--- src/rtl/keypad_scan_ctrl.sv ---
// 4x4 matrix keypad scanner: drives one row at a time, debounces whole-frame
// results and queues accepted key presses in a small event FIFO.
module keypad_scan_ctrl #(
    parameter int SETTLE_CYC   = 4,
    parameter int DEBOUNCE_CNT = 3,
    parameter int FIFO_DEPTH   = 4
) (
    input  logic       clk_div,
    input  logic       rst,
    input  logic       scan_en,
    input  logic [3:0] keyCol,
    output logic [3:0] keyRow,
    output logic       key_valid,
    output logic [3:0] key_value,
    input  logic       key_ready,
    output logic       overflow
);

    localparam int            AW          = $clog2(FIFO_DEPTH);
    localparam logic [AW:0]   DEPTH_L     = (AW+1)'(FIFO_DEPTH);
    localparam logic [7:0]    SETTLE_LAST = 8'(SETTLE_CYC - 1);
    localparam logic [3:0]    DEB         = 4'(DEBOUNCE_CNT);

    typedef enum logic       {ST_DISABLED, ST_SCAN}         state_t;
    typedef enum logic [1:0] {RES_NONE, RES_KEY, RES_MULTI} res_t;
    typedef enum logic       {DB_RELEASED, DB_PRESSED}      db_t;

    state_t      state, state_nx;
    logic [1:0]  row;
    logic [7:0]  settle;
    logic [1:0]  acc_cnt;
    logic [3:0]  acc_code;
    res_t        prev_res;
    logic [3:0]  prev_code;
    logic [3:0]  deb_cnt;
    db_t         db_state;

    logic [3:0]  pressed;
    logic [2:0]  hits;
    logic [3:0]  row_code;
    logic        sample;
    logic        frame_end;
    logic [1:0]  comb_cnt;
    logic [3:0]  comb_code;
    res_t        res;
    logic        same;
    logic [3:0]  deb_cnt_nx;
    logic        push;
    logic        release_ev;

    logic [3:0]    mem [FIFO_DEPTH];
    logic [AW-1:0] wr_ptr, rd_ptr;
    logic [AW:0]   count;
    logic          pop;
    logic          accept;

    function automatic logic [3:0] key_code(input logic [1:0] r, input logic [3:0] p);
        logic [1:0] c;
        logic [3:0] code;
        c = p[0] ? 2'd0 : p[1] ? 2'd1 : p[2] ? 2'd2 : 2'd3;
        case ({r, c})
            4'h0: code = 4'h7;
            4'h1: code = 4'h4;
            4'h2: code = 4'h1;
            4'h3: code = 4'h0;
            4'h4: code = 4'h8;
            4'h5: code = 4'h5;
            4'h6: code = 4'h2;
            4'h7: code = 4'hA;
            4'h8: code = 4'h9;
            4'h9: code = 4'h6;
            4'hA: code = 4'h3;
            4'hB: code = 4'hB;
            4'hC: code = 4'hC;
            4'hD: code = 4'hD;
            4'hE: code = 4'hE;
            default: code = 4'hF;
        endcase
        return code;
    endfunction

    always_ff @(posedge clk_div) begin
        if (rst) state <= ST_DISABLED;
        else     state <= state_nx;
    end

    always_comb begin
        state_nx = state;
        keyRow   = 4'b1111;
        case (state)
            ST_DISABLED: if (scan_en)  state_nx = ST_SCAN;
            ST_SCAN: begin
                keyRow = ~(4'b0001 << row);
                if (!scan_en) state_nx = ST_DISABLED;
            end
            default: state_nx = ST_DISABLED;
        endcase
    end

    // Frame result accumulates a saturating hit count (0, 1, 2+) across rows.
    always_comb begin
        pressed    = ~keyCol;
        hits       = {2'b00, pressed[0]} + {2'b00, pressed[1]}
                   + {2'b00, pressed[2]} + {2'b00, pressed[3]};
        row_code   = key_code(row, pressed);
        sample     = (state == ST_SCAN) && scan_en && (settle == SETTLE_LAST);
        frame_end  = sample && (row == 2'd3);
        comb_cnt   = acc_cnt;
        comb_code  = acc_code;
        if (hits == 3'd1 && acc_cnt == 2'd0) begin
            comb_cnt  = 2'd1;
            comb_code = row_code;
        end else if (hits != 3'd0) begin
            comb_cnt  = 2'd2;
        end
        case (comb_cnt)
            2'd0:    res = RES_NONE;
            2'd1:    res = RES_KEY;
            default: res = RES_MULTI;
        endcase
        same       = (deb_cnt != 4'd0) && (res == prev_res)
                   && ((res != RES_KEY) || (comb_code == prev_code));
        deb_cnt_nx = !same ? 4'd1 : (deb_cnt == DEB) ? DEB : deb_cnt + 4'd1;
        push       = frame_end && (db_state == DB_RELEASED) && (res == RES_KEY)
                   && (deb_cnt_nx == DEB);
        release_ev = frame_end && (db_state == DB_PRESSED) && (res == RES_NONE)
                   && (deb_cnt_nx == DEB);
    end

    // Leaving SCAN (or sitting in DISABLED) keeps all scan/debounce state cleared.
    always_ff @(posedge clk_div) begin
        if (rst || state != ST_SCAN || state_nx != ST_SCAN) begin
            row       <= '0;
            settle    <= '0;
            acc_cnt   <= '0;
            acc_code  <= '0;
            prev_res  <= RES_NONE;
            prev_code <= '0;
            deb_cnt   <= '0;
            db_state  <= DB_RELEASED;
        end else if (sample) begin
            settle <= '0;
            row    <= row + 2'd1;
            if (row == 2'd3) begin
                acc_cnt   <= '0;
                acc_code  <= '0;
                prev_res  <= res;
                prev_code <= comb_code;
                deb_cnt   <= deb_cnt_nx;
                if (push)            db_state <= DB_PRESSED;
                else if (release_ev) db_state <= DB_RELEASED;
            end else begin
                acc_cnt  <= comb_cnt;
                acc_code <= comb_code;
            end
        end else begin
            settle <= settle + 8'd1;
        end
    end

    assign key_valid = (count != '0);
    assign key_value = key_valid ? mem[rd_ptr] : '0;
    assign pop       = key_valid && key_ready;
    assign accept    = push && ((count != DEPTH_L) || pop);

    always_ff @(posedge clk_div) begin
        if (accept) mem[wr_ptr] <= comb_code;
    end

    always_ff @(posedge clk_div) begin
        if (rst) begin
            wr_ptr   <= '0;
            rd_ptr   <= '0;
            count    <= '0;
            overflow <= 1'b0;
        end else begin
            if (pop)    rd_ptr <= rd_ptr + 1'b1;
            if (accept) wr_ptr <= wr_ptr + 1'b1;
            else if (push) overflow <= 1'b1;
            case ({accept, pop})
                2'b10:   count <= count + 1'b1;
                2'b01:   count <= count - 1'b1;
                default: count <= count;
            endcase
        end
    end

endmodule

--- config.mk ---
export PLATFORM = sky130hd
export DESIGN_NAME = keypad_scan_ctrl
export DESIGN_NICKNAME = d
export VERILOG_FILES = /design/src/rtl/keypad_scan_ctrl.sv
export SDC_FILE = /design/constraint.sdc
export NUM_CORES = 1
export LEC_CHECK = 0
export CAP_MARGIN = 10
export CORE_ASPECT_RATIO = 1.25
export CORE_UTILIZATION = 45
export CTS_BUF_LIST = sky130_fd_sc_hd__clkbuf_8
export DETAILED_ROUTE_END_ITERATION = 16
export PLACE_DENSITY = 0.62
export SYNTH_ARGS = -nofsm -noshare
export SYNTH_HDL_FRONTEND = slang
export SYNTH_SLANG_ARGS = --single-unit
--- constraint.sdc ---
create_clock -name clk_div -period 6.5 [get_ports clk_div]
set_input_delay 0.65 -clock clk_div [delete_from_list [all_inputs] [get_ports clk_div]]
set_output_delay 0.65 -clock clk_div [all_outputs]
set_load 0.05 [all_outputs]
# --- Yosys cells after proc, flatten, opt, wreduce, memory -nomap -nowiden ---
# Memories as Yosys holds them, arrays and structs flattened. A register that Yosys moved wholly into a read port is not among the register bits.
# Cells that the tools add are included.
totals:
  mem_bits_rw: 16
  memories: 2
  out_inout_bits: 10
  register_bits: 36
  input_bits: 8
  word_cells: 96
  romBits: 64
  latchBits: 0
memory_table:
  columns: ["memory", "depth", "width", "rd", "rd_ports_with_merged_regs", "write_ports", "line", "source"]
  rows:
  - ["(name not given)", 16, 4, 1, 0, 0, "61", "case ({r, c})"]
  - ["mem", 4, 4, 1, 1, 1, "51", "logic [3:0] mem [FIFO_DEPTH];"]
op_classes:
  n_mul: 0
  shift: 1
  n_lt_le_gt_ge: 0
  n_bitwise: 6
  n_reduce_logical: 30
  muxes: 21
  div: 0
  eq_ne: 13
  n_addsub: 10
op_table:
  columns: ["operator", "count"]
  rows:
  - ["2-to-1 mux 4 bit", 6]
  - ["logical AND 1 bit", 14]
  - ["2-to-1 mux 2 bit", 7]
  - ["adder 8 x 1 -> 8 bit (second input constant)", 1]
  - ["equality test 4 x 2 -> 1 bit (second input constant)", 2]
  - ["equality test 8 x 2 -> 1 bit (second input constant)", 1]
  - ["NOT 4 bit", 2]
  - ["adder 2 x 1 -> 2 bit (second input constant)", 3]
  - ["equality test 2 x 1 -> 1 bit (second input constant)", 3]
  - ["logical NOT 2 bit", 3]
  - ["2-to-1 mux 1 bit", 6]
  - ["case mux 3 bit (2 select lines)", 1]
  - ["nonzero test 3 bit", 2]
  - ["adder 4 x 1 -> 4 bit (second input constant)", 1]
  - ["equality test 2 bit (second input constant)", 2]
  - ["equality test 4 bit", 1]
  - ["logical OR 1 bit", 4]
  - ["NOT 1 bit", 4]
  - ["case mux 2 bit (2 select lines)", 1]
  - ["AND reduction 2 bit", 2]
  - ["nonzero test 2 bit", 2]
  - ["nonzero test 4 bit", 1]
  - ["<< shifter 1 x 2 -> 4 bit (first input constant)", 1]
  - ["adder 2 x 1 -> 3 bit", 1]
  - ["other kinds (10)", 10]

# --- Depth between registers and ports, before layout ---
depth:
  depth_word: 18
  ltp_mapped: 16
  depth_no_buf: 16

# --- Least setup slack after synthesis ---
# Ideal clock, no wire load.
synth_path:
  path_kind: "input -> register"
  startpoint: "in keyCol[0]"
  endpoint: "reg count[2]"
  path_buffers: 0
  arrival_ns: 4.132
  stages: 16
  setup_time_ns: 0.123
  t_required_ns: 6.377
  path_slack_ns: 2.245
  cell_sequence: "fa_1 inv_1 ha_1 ha_1 nor2_1 and2_1 a31oi_4 mux2i_1 a221oi_4 nand2_2 nor2b_1 fa_1 or2_2 a21oi_1 a31oi_1 mux2_1"
synth_via:
  elab_cells_between_ends: 31
  cone_classes: "3 x add/sub; 9 x eq/ne; 7 x mux; 1 x bitwise; 10 x reduce/logical; 1 x memory"
synth_rtl:
  columns: ["element", "line", "source"]
  rows:
  - ["start: declaration", "11", "input logic [3:0] keyCol,"]
  - ["NOT 4 bit *", "102", "pressed = ~keyCol;"]
  - ["adder 1 x 1 -> 2 bit", "103", "hits = {2'b00, pressed[0]} + {2'b00, pressed[1]}"]
  - ["adder 2 x 1 -> 3 bit", "104", "+ {2'b00, pressed[2]} + {2'b00, pressed[3]};"]
  - ["adder 3 x 1 -> 3 bit", "104", null]
  - ["equality test 3 x 1 -> 1 bit", "110", "if (hits == 3'd1 && acc_cnt == 2'd0) begin"]
  - ["logical AND 1 bit", "110", null]
  - ["2-to-1 mux 4 bit *", "110", null]
  - ["net comb_code[1]", "44", "logic [3:0] comb_code;"]
  - ["equality test 4 bit *", "122", "&& ((res != RES_KEY) || (comb_code == prev_code));"]
  - ["logical OR 1 bit *", "122", null]
  - ["logical AND 1 bit *", "122", null]
  - ["2-to-1 mux 4 bit *", "123", "deb_cnt_nx = !same ? 4'd1 : (deb_cnt == DEB) ? DEB : deb_cnt + 4'd1;"]
  - ["equality test 4 x 2 -> 1 bit *", "125", "&& (deb_cnt_nx == DEB);"]
  - ["logical AND 1 bit *", "125", null]
  - ["logical AND 1 bit *", "164", "assign accept = push && ((count != DEPTH_L) || pop);"]
  - ["equality test 2 x 1 -> 1 bit / equality test 2 bit (equally long branches)", "180", "case ({accept, pop})"]
  - ["case mux 3 bit (2 select lines) / nonzero test 2 bit (equally long branches)", null, null]
  - ["end signal: assignment", "181", "2'b10: count <= count + 1'b1;"]
  - ["end signal: assignment", "182", "2'b01: count <= count - 1'b1;"]
  - ["end signal: assignment", "183", "default: count <= count;"]
  - ["end: declaration", "53", "logic [AW:0] count;"]
# Mark *: on every way through the listed nets, which the timed path passes. The rest lies on a longest branch.
# A chain may end at the register's enable or synchronous reset.

# --- Worst setup path after layout ---
# Ends and elaborated chain as after synthesis.

==> key figures <==
Detailed routing
  • Routed Wire Length: 5417 microns
  • WL/cell: 13.41 microns
  • Routed Antenna Nets: 0
  • Vias: 2097
  • DRC Markers: 0
  • Drt pass-1 iters: 4
  • DRT iter0 DRCs: 43
  • DR vias/cell: 5.191

Timing
  • RSZ-0062 raised after global routing: false
  • Clk_skew: 0.008030 ns
  • Final Setup Violations: 0
  • Slew headroom: 22.87%
  • Slew Viols, Final: 0
  • Final hold vios: 0
  • Fin Hold WS: 0.4549 ns
  • Fin crit period: 4.975 ns
  • Final worst path period share: 76.54%
  • Final worst slack: 1.525 ns
  • TNS Setup: 0 ns
  • Tightest Pin Transition: 1.141 ns
  • Top achievable clock speed: 201.0 MHz

Power
  • Comb power frac: 10.2%
  • Pwr/cell area: 180.3 nW/um^2
  • Seq pwr share: 58.7%
  • Tot Pwr: 0.5949 mW
  • Static Leak: 1.130 nW
  • Clock power share: 31.1%
  • VDD IR max: 0.09843 mV
  • Cell internal pwr: 0.4477 mW
  • Switching share of total power: 24.74%
  • Net Sw Power: 0.1472 mW

Place
  • Area after DPL: 3211 sq um
  • Dpl hpwl: 4035 microns
  • Dpl cells: 396
  • Port Buf Inserts: 17
  • Routability cong.: 0.7302
  • Post-Place Worst Slack: 1.227 ns

Synth
  • Cell count after synthesis: 301
  • Number of synthesized register bits: 54
  • Sequential-to-total area share from yosys stat: 41.77%
  • Async S/R FF share, synth: 0%
  • Yosys cell types: 57
  • Synth Flop Type: dfxtp_1
  • Ys Warns: 0
  • Syn nets: 326
  • Syn avg cell area: 9.872 sq um
  • Cell area after synthesis: 2972 sq um
  • EDFF count, synth: 16

Critical path
  • Req. time, crit path: 6.69 ns
  • CP Class: input pin to register
  • CP startpoint kind: input pin
  • CP endpoint kind: register
  • WP data arrival: 5.17 ns
  • CP Max Fanout: 11

CTS
  • Post-CTS setup buffers: 0
  • Clock sink count: 54
  • Cts bufs inserted: 5
  • Post-cts resize count: 0
  • Root Driver: clkbuf_8
  • Clk slew on worst S/H paths: 0.09 ns
  • # hold bufs at CTS: 0
  • CTS tree: done
  • CTS Buffer Depth: 2
  • Clk Latency, worst-skew pair: 0.30 ns
  • CTS H-tree depth: 2

Floorplan
  • Die area: 6935 sq um
  • Core ar.: 6286 sq um
  • Std cell rows: 32
  • Initial Util: 47.27%
  • IO Count: 18
  • DIE HEIGHT: 92.86 microns
  • Die width: 74.69 microns

Global route
  • First-pass GRT wire length: 9315 microns
  • Total GRT Usage: 17.49%
  • Grt total ovfl: 0
  • Initial antenna violation count: 0
  • Largest net degree at the start of global routing: 20
  • Number of global-route vias before repair: 1984

Hold path
  • Hold Crit Class: register to register

Cells and area
  • Post-route cell area: 3299 sq um
  • Ant. Diodes: 0
  • Layout cells sized above 1: 8.777%
  • Commonest non-fill, non-tap cell in the layout: nor2_1
  • Final Util: 52.49%
  • Fillers: 607
  • Final nets: 343
  • Most frequent cells in the layout: nor2_1, dfxtp_1, nand2_1
  • Area grow syn2layout: 11.03%
  • Post-Layout Cell Count: 404

Job
  • Max_cap viols: 0

Outcome
  • Status: complete, no violations
[cell usage after synthesis, drive strengths merged, types with 2 or more instances]
cell | count | area share, %
edfxtp | 16 | 16
mux2i | 3 | 1.0
ha | 15 | 6.3
a21o | 3 | 0.76
xor2 | 7 | 2.1
and2 | 10 | 2.1
nor4bb | 2 | 0.67
nor2b | 5 | 1.1
dfxtp | 38 | 26
nor3 | 9 | 1.7
a211oi | 4 | 1.0
a31oi | 2 | 0.93
a2111oi | 2 | 1.9
a22oi | 5 | 1.3
o21ai | 7 | 1.2
nand4b | 3 | 0.88
or2 | 3 | 0.63
fa | 2 | 1.3
nor3b | 3 | 1.1
nor2 | 40 | 5.1
mux4 | 4 | 3.0
and2b | 2 | 0.51
nor4b | 4 | 1.9
or3 | 4 | 0.84
clkbuf | 5 | 0.63
nand2 | 24 | 3.2
a21oi | 18 | 3.2
and3 | 4 | 0.84
xnor2 | 8 | 2.4
buf | 2 | 0.63
nand3 | 12 | 2.0
inv | 15 | 1.9
nand2b | 4 | 0.84
nand4 | 3 | 0.63
[cell type report]
class,instances,area (sq um),area share [%]
clock inverter,3,20.02,0.6068
clock buffer,5,68.82,2.086
timing repair buffer,17,170.2,5.157
inverter,15,56.30,1.706
multi-input combinational,225,1637,49.60
tap,85,106.4,3.223
sequential,54,1241,37.62
[worst max-delay path: stages]
cell	delay [ns]
clkdlybuf4s50_1	0.62
fa_1	0.62
inv_1	0.04
ha_1	0.17
ha_1	0.33
nor2_1	0.25
nand2_2	0.17
nand2_1	0.10
o21ai_1	0.19
a221oi_4	0.47
nand2_2	0.19
nor2b_1	0.19
fa_1	0.38
or2_2	0.30
a21oi_1	0.12
a31oi_1	0.06
mux2_1	0.32
[per-layer routing]
layer,share of wire [%],wire length [microns],GRT usage [%],vias up
li1,-,-,-,1097
met1,47,2547,21.56,970
met2,50,2703,30.41,24
met3,2.0,106,2.938,6
met4,1.1,60,5.346,0
met5,0,0,0,-
[registers in the layout, summed over array words and instances, names as in the netlist, named ones only]
signal	flops
prev_res	2
deb_cnt	4
mem	16
db_state	1
rd_ptr	2
row	2
wr_ptr	2
acc_cnt	2
prev_code	4
settle	8
overflow	1
count	3
state	1
acc_code	4
[cell families (layout without fill, tap and decap cells)]
| family | after synthesis | count (layout) | share of synthesized area (%) |
|---|---|---|---|
| compound gates | 48 | 48 | 13.05 |
| mux | 8 | 8 | 4.421 |
| fa+ha+maj | 17 | 17 | 7.663 |
| xor+xnor | 15 | 15 | 4.421 |
| simple gates | 137 | 137 | 25.52 |
| buf+inv | 22 | 40 | 3.158 |
| flops | 54 | 54 | 41.77 |
[power by group through the flow]
stage / clock network, mW / registers [mW] / logic, mW
6_report: 0.185 / 0.349 / 0.0604
5_1_grt: 0.207 / 0.350 / 0.0671
4_1_cts: 0.193 / 0.349 / 0.0605
3_5_place_dp: 0 / 0.357 / 0.0603
3_3_place_gp: 0 / 0.357 / 0.0599
2_1_floorplan: 0 / 0.357 / 0.0457
[path summary, 6_finish.rpt]
path / from / endpoint / slack [ns] / cells past startpoint
worst max-delay path: keyCol[0] / count[2]$_SDFFE_PP0P_ / 1.52 / 17
worst min-delay path: overflow$_SDFFE_PP0P_ / overflow$_SDFFE_PP0P_ / 0.45 / 2
worst max register to register: settle[0]$_SDFF_PP0_ / count[2]$_SDFFE_PP0P_ / 2.42 / 13
worst min register to register: overflow$_SDFFE_PP0P_ / overflow$_SDFFE_PP0P_ / 0.45 / 2
Note: power is estimated with default switching activity, not from simulation.
